`src/rtl/btb_sat2_predictor.sv`:
```
// Direct-mapped BTB with 2-bit saturating direction counters, 1-cycle lookup,
// independent resolve-stage update and a sequential invalidation engine.
module btb_sat2_predictor #(
  parameter int unsigned PC_W     = 64,
  parameter int unsigned ENTRIES  = 32,
  parameter int unsigned IDX_LSB  = 0,
  parameter logic [1:0]  CTR_INIT = 2'b10
) (
  input  logic            clk,
  input  logic            reset,
  input  logic            flush,
  output logic            ready,
  input  logic            lkp_valid,
  input  logic [PC_W-1:0] lkp_pc,
  output logic            resp_valid,
  output logic            resp_hit,
  output logic            resp_taken,
  output logic [PC_W-1:0] resp_target,
  input  logic            upd_valid,
  input  logic [PC_W-1:0] upd_pc,
  input  logic            upd_taken,
  input  logic [PC_W-1:0] upd_target
);
  localparam int unsigned IDX_W = $clog2(ENTRIES);
  localparam int unsigned TAG_W = PC_W - IDX_LSB - IDX_W;

  typedef enum logic {ST_FLUSH, ST_RUN} state_t;

  state_t           state, state_next;
  logic [IDX_W-1:0] flush_idx, flush_idx_next;

  logic [ENTRIES-1:0] valid;
  logic [TAG_W-1:0]   tag_mem    [ENTRIES];
  logic [PC_W-1:0]    target_mem [ENTRIES];
  logic [1:0]         ctr_mem    [ENTRIES];

  logic [IDX_W-1:0] lkp_idx, upd_idx;
  logic [TAG_W-1:0] lkp_tag, upd_tag;
  logic             lkp_accept, lkp_hit;
  logic             upd_we, upd_hit;
  logic [1:0]       upd_ctr, ctr_inc, ctr_dec;

  // Invalidation engine: one entry per cycle, restartable by flush or reset
  always_ff @(posedge clk) begin
    if (reset) begin
      state     <= ST_FLUSH;
      flush_idx <= '0;
    end else begin
      state     <= state_next;
      flush_idx <= flush_idx_next;
    end
  end

  always_comb begin
    state_next     = state;
    flush_idx_next = flush_idx;
    ready          = 1'b0;
    case (state)
      ST_FLUSH: begin
        if (flush) begin
          flush_idx_next = '0;
        end else if (flush_idx == IDX_W'(ENTRIES - 1)) begin
          state_next     = ST_RUN;
          flush_idx_next = '0;
        end else begin
          flush_idx_next = flush_idx + 1'b1;
        end
      end
      ST_RUN: begin
        ready = 1'b1;
        if (flush) begin
          state_next     = ST_FLUSH;
          flush_idx_next = '0;
        end
      end
      default: begin
        state_next     = ST_FLUSH;
        flush_idx_next = '0;
      end
    endcase
  end

  always_comb begin
    lkp_idx    = lkp_pc[IDX_LSB +: IDX_W];
    lkp_tag    = lkp_pc[PC_W-1 -: TAG_W];
    lkp_accept = lkp_valid & ready;
    lkp_hit    = valid[lkp_idx] && (tag_mem[lkp_idx] == lkp_tag);

    upd_idx = upd_pc[IDX_LSB +: IDX_W];
    upd_tag = upd_pc[PC_W-1 -: TAG_W];
    upd_we  = upd_valid & ready & ~flush & ~reset;
    upd_hit = valid[upd_idx] && (tag_mem[upd_idx] == upd_tag);
    upd_ctr = ctr_mem[upd_idx];
    ctr_inc = (upd_ctr == 2'b11) ? 2'b11 : upd_ctr + 2'b01;
    ctr_dec = (upd_ctr == 2'b00) ? 2'b00 : upd_ctr - 2'b01;
  end

  always_ff @(posedge clk) begin
    if (state == ST_FLUSH) begin
      valid[flush_idx] <= 1'b0;
    end else if (upd_we && !upd_hit && upd_taken) begin
      valid[upd_idx] <= 1'b1;
    end
  end

  always_ff @(posedge clk) begin
    if (upd_we) begin
      if (upd_hit) begin
        if (upd_taken) begin
          ctr_mem[upd_idx]    <= ctr_inc;
          target_mem[upd_idx] <= upd_target;
        end else begin
          ctr_mem[upd_idx] <= ctr_dec;
        end
      end else if (upd_taken) begin
        tag_mem[upd_idx]    <= upd_tag;
        target_mem[upd_idx] <= upd_target;
        ctr_mem[upd_idx]    <= CTR_INIT;
      end
    end
  end

  // Response is captured from the pre-update array, giving read-before-write
  always_ff @(posedge clk) begin
    if (reset) begin
      resp_valid  <= 1'b0;
      resp_hit    <= 1'b0;
      resp_taken  <= 1'b0;
      resp_target <= '0;
    end else begin
      resp_valid  <= lkp_accept;
      resp_hit    <= lkp_accept & lkp_hit;
      resp_taken  <= lkp_accept & lkp_hit & ctr_mem[lkp_idx][1];
      resp_target <= (lkp_accept && lkp_hit) ? target_mem[lkp_idx] : '0;
    end
  end

endmodule

```
`config.mk`:
```
export PLATFORM = sky130hd
export DESIGN_NAME = btb_sat2_predictor
export DESIGN_NICKNAME = d
export VERILOG_FILES = /design/src/rtl/btb_sat2_predictor.sv
export SDC_FILE = /design/constraint.sdc
export NUM_CORES = 2
export LEC_CHECK = 0
export CORE_MARGIN = 5
export CORE_UTILIZATION = 25
export CTS_CLUSTER_SIZE = 24
export DETAILED_ROUTE_END_ITERATION = 8
export GPL_ROUTABILITY_DRIVEN = 0
export PLACE_DENSITY = 0.38
export SYNTH_ARGS = -nofsm -noshare
export SYNTH_HDL_FRONTEND = slang
export SYNTH_SLANG_ARGS = --single-unit
```
`constraint.sdc`:
```
create_clock -name clk -period 9.6 [get_ports clk]
set_input_delay 2.4 -clock clk [delete_from_list [all_inputs] [get_ports clk]]
set_output_delay 2.4 -clock clk [all_outputs]
set_load 0.01 [all_outputs]
```
==> flow_summary.ini <==
[cts]
clock-sinks = 4105
clk_pin_slew_worst_paths_ns = 0.06
htree_levels = 5
clockBufferDepth = 4
cts_root_buf = clkbuf_16
cts_hold_buf = 0
cts-resized-gates = 0
clkLatencyLatePin_ns = 1.06
cts_buffers = 465
cts_tree = yes
post_cts.repair.setup_buffers = 0

[place]
place_hpwl_um = 413000
dp.cells = 17567
numPortBuffers = 265

[power]
p_sw_mw = 9.21
power.total_mw = 40.3
sw_frac_of_total_pct = 22.8
p_per_area_nw_per_um2 = 197
seqPwrFrac_pct = 48.8
pwr-share-clk_pct = 45.0
p_int_mw = 31.1
vdd_drop_max_mv = 0.157
power.share.combinational_pct = 6.3
p_leak_nw = 64.2

[global_route]
grt_max_degree = 124
grt-ovfl-total = 0
antenna_found_initial = 66
grt_pass1_wl_um = 892000
grt_use_total_pct = 18.4
grt_pass1_vias = 94353

[logic_synthesis]
syn_area_um2 = 172000
yosys-top-cells-area = edfxtp_1 70%, mux4_2 17%, mux2i_1 6.0%
synth_flop_cell = edfxtp_1
async_reset_ff_share_pct = 0
yosys.area_share.xor_xnor_pct = 0.550
synth.area.mux_share_pct = 22.7
synth_compound_area_share_pct = 2.24
ys_seq_elements = 4105
ys_warn_count = 0
syn_avg_cell_area_um2 = 20.8
yosys.area_share.simple_pct = 1.74
synth_top_family_by_area = multiplexers
synth_edf_count = 4032
synthesis.nets = 8474
synth_top_cell_by_area = edfxtp_1
synth_cell_types = 51
synthCells = 8271
synthAdderAreaFrac_pct = 0.0364
yosysSeqAreaShare_pct = 71.2
synth_top_area_share_pct = 70.4

[routing]
detail_route.first_pass.iterations = 6
drt_first_iter_violations = 10384
drt-total-wl_um = 670000
wl_per_cell_um = 36.3
dr_total_vias = 93139
antenna_left = 0
drc = 0
viasPerCell = 5.05

[timing]
min_period_over_period_pct = 89.8
rsz0062_at_grt = false
fin_crit_ns = 8.62
hold_viol_final = 0
tns_ns = 0
worstMarginPinSlew_ns = 1.21
maxSlewViolCount = 0
clock_skew_ns = 0.126
max_freq_mhz = 116
maxSlewHeadroom_pct = 19.2
setup_viol = 0

[die]
dieArea_um2 = 705000
rows = 304
die_h_um = 839
core_area_um2 = 686000
pin_count = 266
initial_core_util_pct = 25.1
die_w_um = 839

[critical_path]
path_max_fanout = 59
crit_start = upd_pc[3]
cp-start-kind = input port
cp-end-kind = register
required_ns = 10.13
rr_endpoint = tag_mem[4][25]$_DFFE_PP_
rr_worst_depth = 14
arrival_ns = 9.15
r2r-start = tag_mem[21][29]$_DFFE_PP_
r2r_slack_ns = 3.86
worstSetupPathType = in -> reg
crit_path_end = tag_mem[4][25]$_DFFE_PP_

[layout]
finalNonFillerCells = 18456
layout.nets = 9057
drive_gt1_share_pct = 27.3
layout_commonest_cell = edfxtp_1
syn_to_final_growth_pct = 18.9
final_cell_mix = 4032 x edfxtp_1, 1277 x mux4_2, 1029 x mux2i_1

[status]
outcome = finished clean

[run]
max_cap_viol_count = 0

[min_path]
hp-class = reg -> reg
-- power by group through the flow --
stage | registers [mW] | logic, mW | clock network, mW
floorplan | 20.1 | 1.29 | 0
global placement | 20.1 | 2.56 | 0
CTS | 19.7 | 2.57 | 18.6
global route | 19.7 | 2.64 | 19.4
finish | 19.7 | 2.53 | 18.1
detailed placement | 20.1 | 2.56 | 0
-- layer usage --
layer | global-route usage [%] | wire, µm | up-vias
li1 | - | - | 36628
met1 | 25.3 | 289000 | 51950
met2 | 30.7 | 323000 | 3692
met3 | 2.78 | 38900 | 851
met4 | 4.45 | 19000 | 18
met5 | 0 | 119 | -
-- per-stage QoR --
| stage | setup WS [ns] | instance area (µm²) | hold slack [ns] | util (%) |
|---|---|---|---|---|
| floorplan | 1.63 | 172000 | 0.520 | - |
| finish | 0.982 | 204000 | 0.576 | 29.8 |
| CTS | 1.39 | 204000 | 0.587 | 29.8 |
| detailed placement | 0.360 | 189000 | 0.567 | 27.5 |
| global placement | 0.367 | 189000 | 0.537 | 27.5 |
| global route | 0.987 | 204000 | 0.630 | 29.8 |
-- final cells by class --
| type | instances | area (µm²) |
|---|---|---|
| clock buffers | 585 | 12400 |
| repair buffers | 680 | 7290 |
| flip-flops and latches | 4105 | 123000 |
| multi-input cells | 3595 | 47600 |
| diodes | 21 | 52.6 |
| fillers | 66450 | 481000 |
| inverters | 7 | 33.8 |
| well taps | 9180 | 11500 |
| clock inverters | 283 | 3080 |
-- synth_stat cells (all sizes together), types with 36 or more instances --
master and instances:
buf 326, nor4 126, nor3 68, nand2 111
nor2 161, xnor2 36, a21oi 79, mux4 1277
dfxtp 73, clkbuf 238, xor2 72, mux2i 1029
edfxtp 4032, o22ai 440, a22oi 52
-- critical path, cell delays in order --
cell and delay [ns]:
clkdlybuf4s50_1 0.91, buf_4 0.33, nand4bb_4 0.74, buf_4 0.61, buf_4 0.26, o22ai_1 0.23, nor4_1 0.09, nand2_1 0.10
xor2_1 0.12, nor4_1 0.89, nand4_1 0.45, nor4_2 0.73, buf_4 0.26, or2_4 0.19, buf_12 0.17, nor2_4 0.05
buf_12 0.22
-- logic make-up (layout without fill, tap and decap cells) --
kind of cell | count (synthesis) | in the layout
buffers and inverters | 571 | 1555
adder cells (fa/ha/maj) | 5 | 5
flip-flops | 4105 | 4105
multiplexers | 2306 | 2306
AND/OR/NAND/NOR | 554 | 554
XOR/XNOR | 108 | 108
other | 0 | 21
AO/OA/AOI/OAI | 622 | 622
-- how the worst min path moves through the flow --
stage	from	to	slack (ns)	cells after the start
6_report	flush_idx[0]$_SDFFE_PP0P_	flush_idx[3]$_SDFFE_PP0P_	0.58	2
5_1_grt	flush_idx[0]$_SDFFE_PP0P_	flush_idx[3]$_SDFFE_PP0P_	0.63	2
4_1_cts	flush_idx[0]$_SDFFE_PP0P_	flush_idx[3]$_SDFFE_PP0P_	0.59	2
3_5_place_dp	flush_idx[0]$_SDFFE_PP0P_	flush_idx[3]$_SDFFE_PP0P_	0.57	2
3_3_place_gp	flush_idx[0]$_SDFFE_PP0P_	flush_idx[3]$_SDFFE_PP0P_	0.54	2
2_1_floorplan	flush_idx[0]$_SDFFE_PP0P_	flush_idx[3]$_SDFFE_PP0P_	0.52	2
-- flip-flops by register name (all words and copies together) (netlist names) --
signal	flops
state	1
resp_target	64
resp_valid	1
resp_taken	1
flush_idx	5
tag_mem	1888
target_mem	2048
ctr_mem	64
valid	32
resp_hit	1
Note: power is estimated with default switching activity, not from simulation.
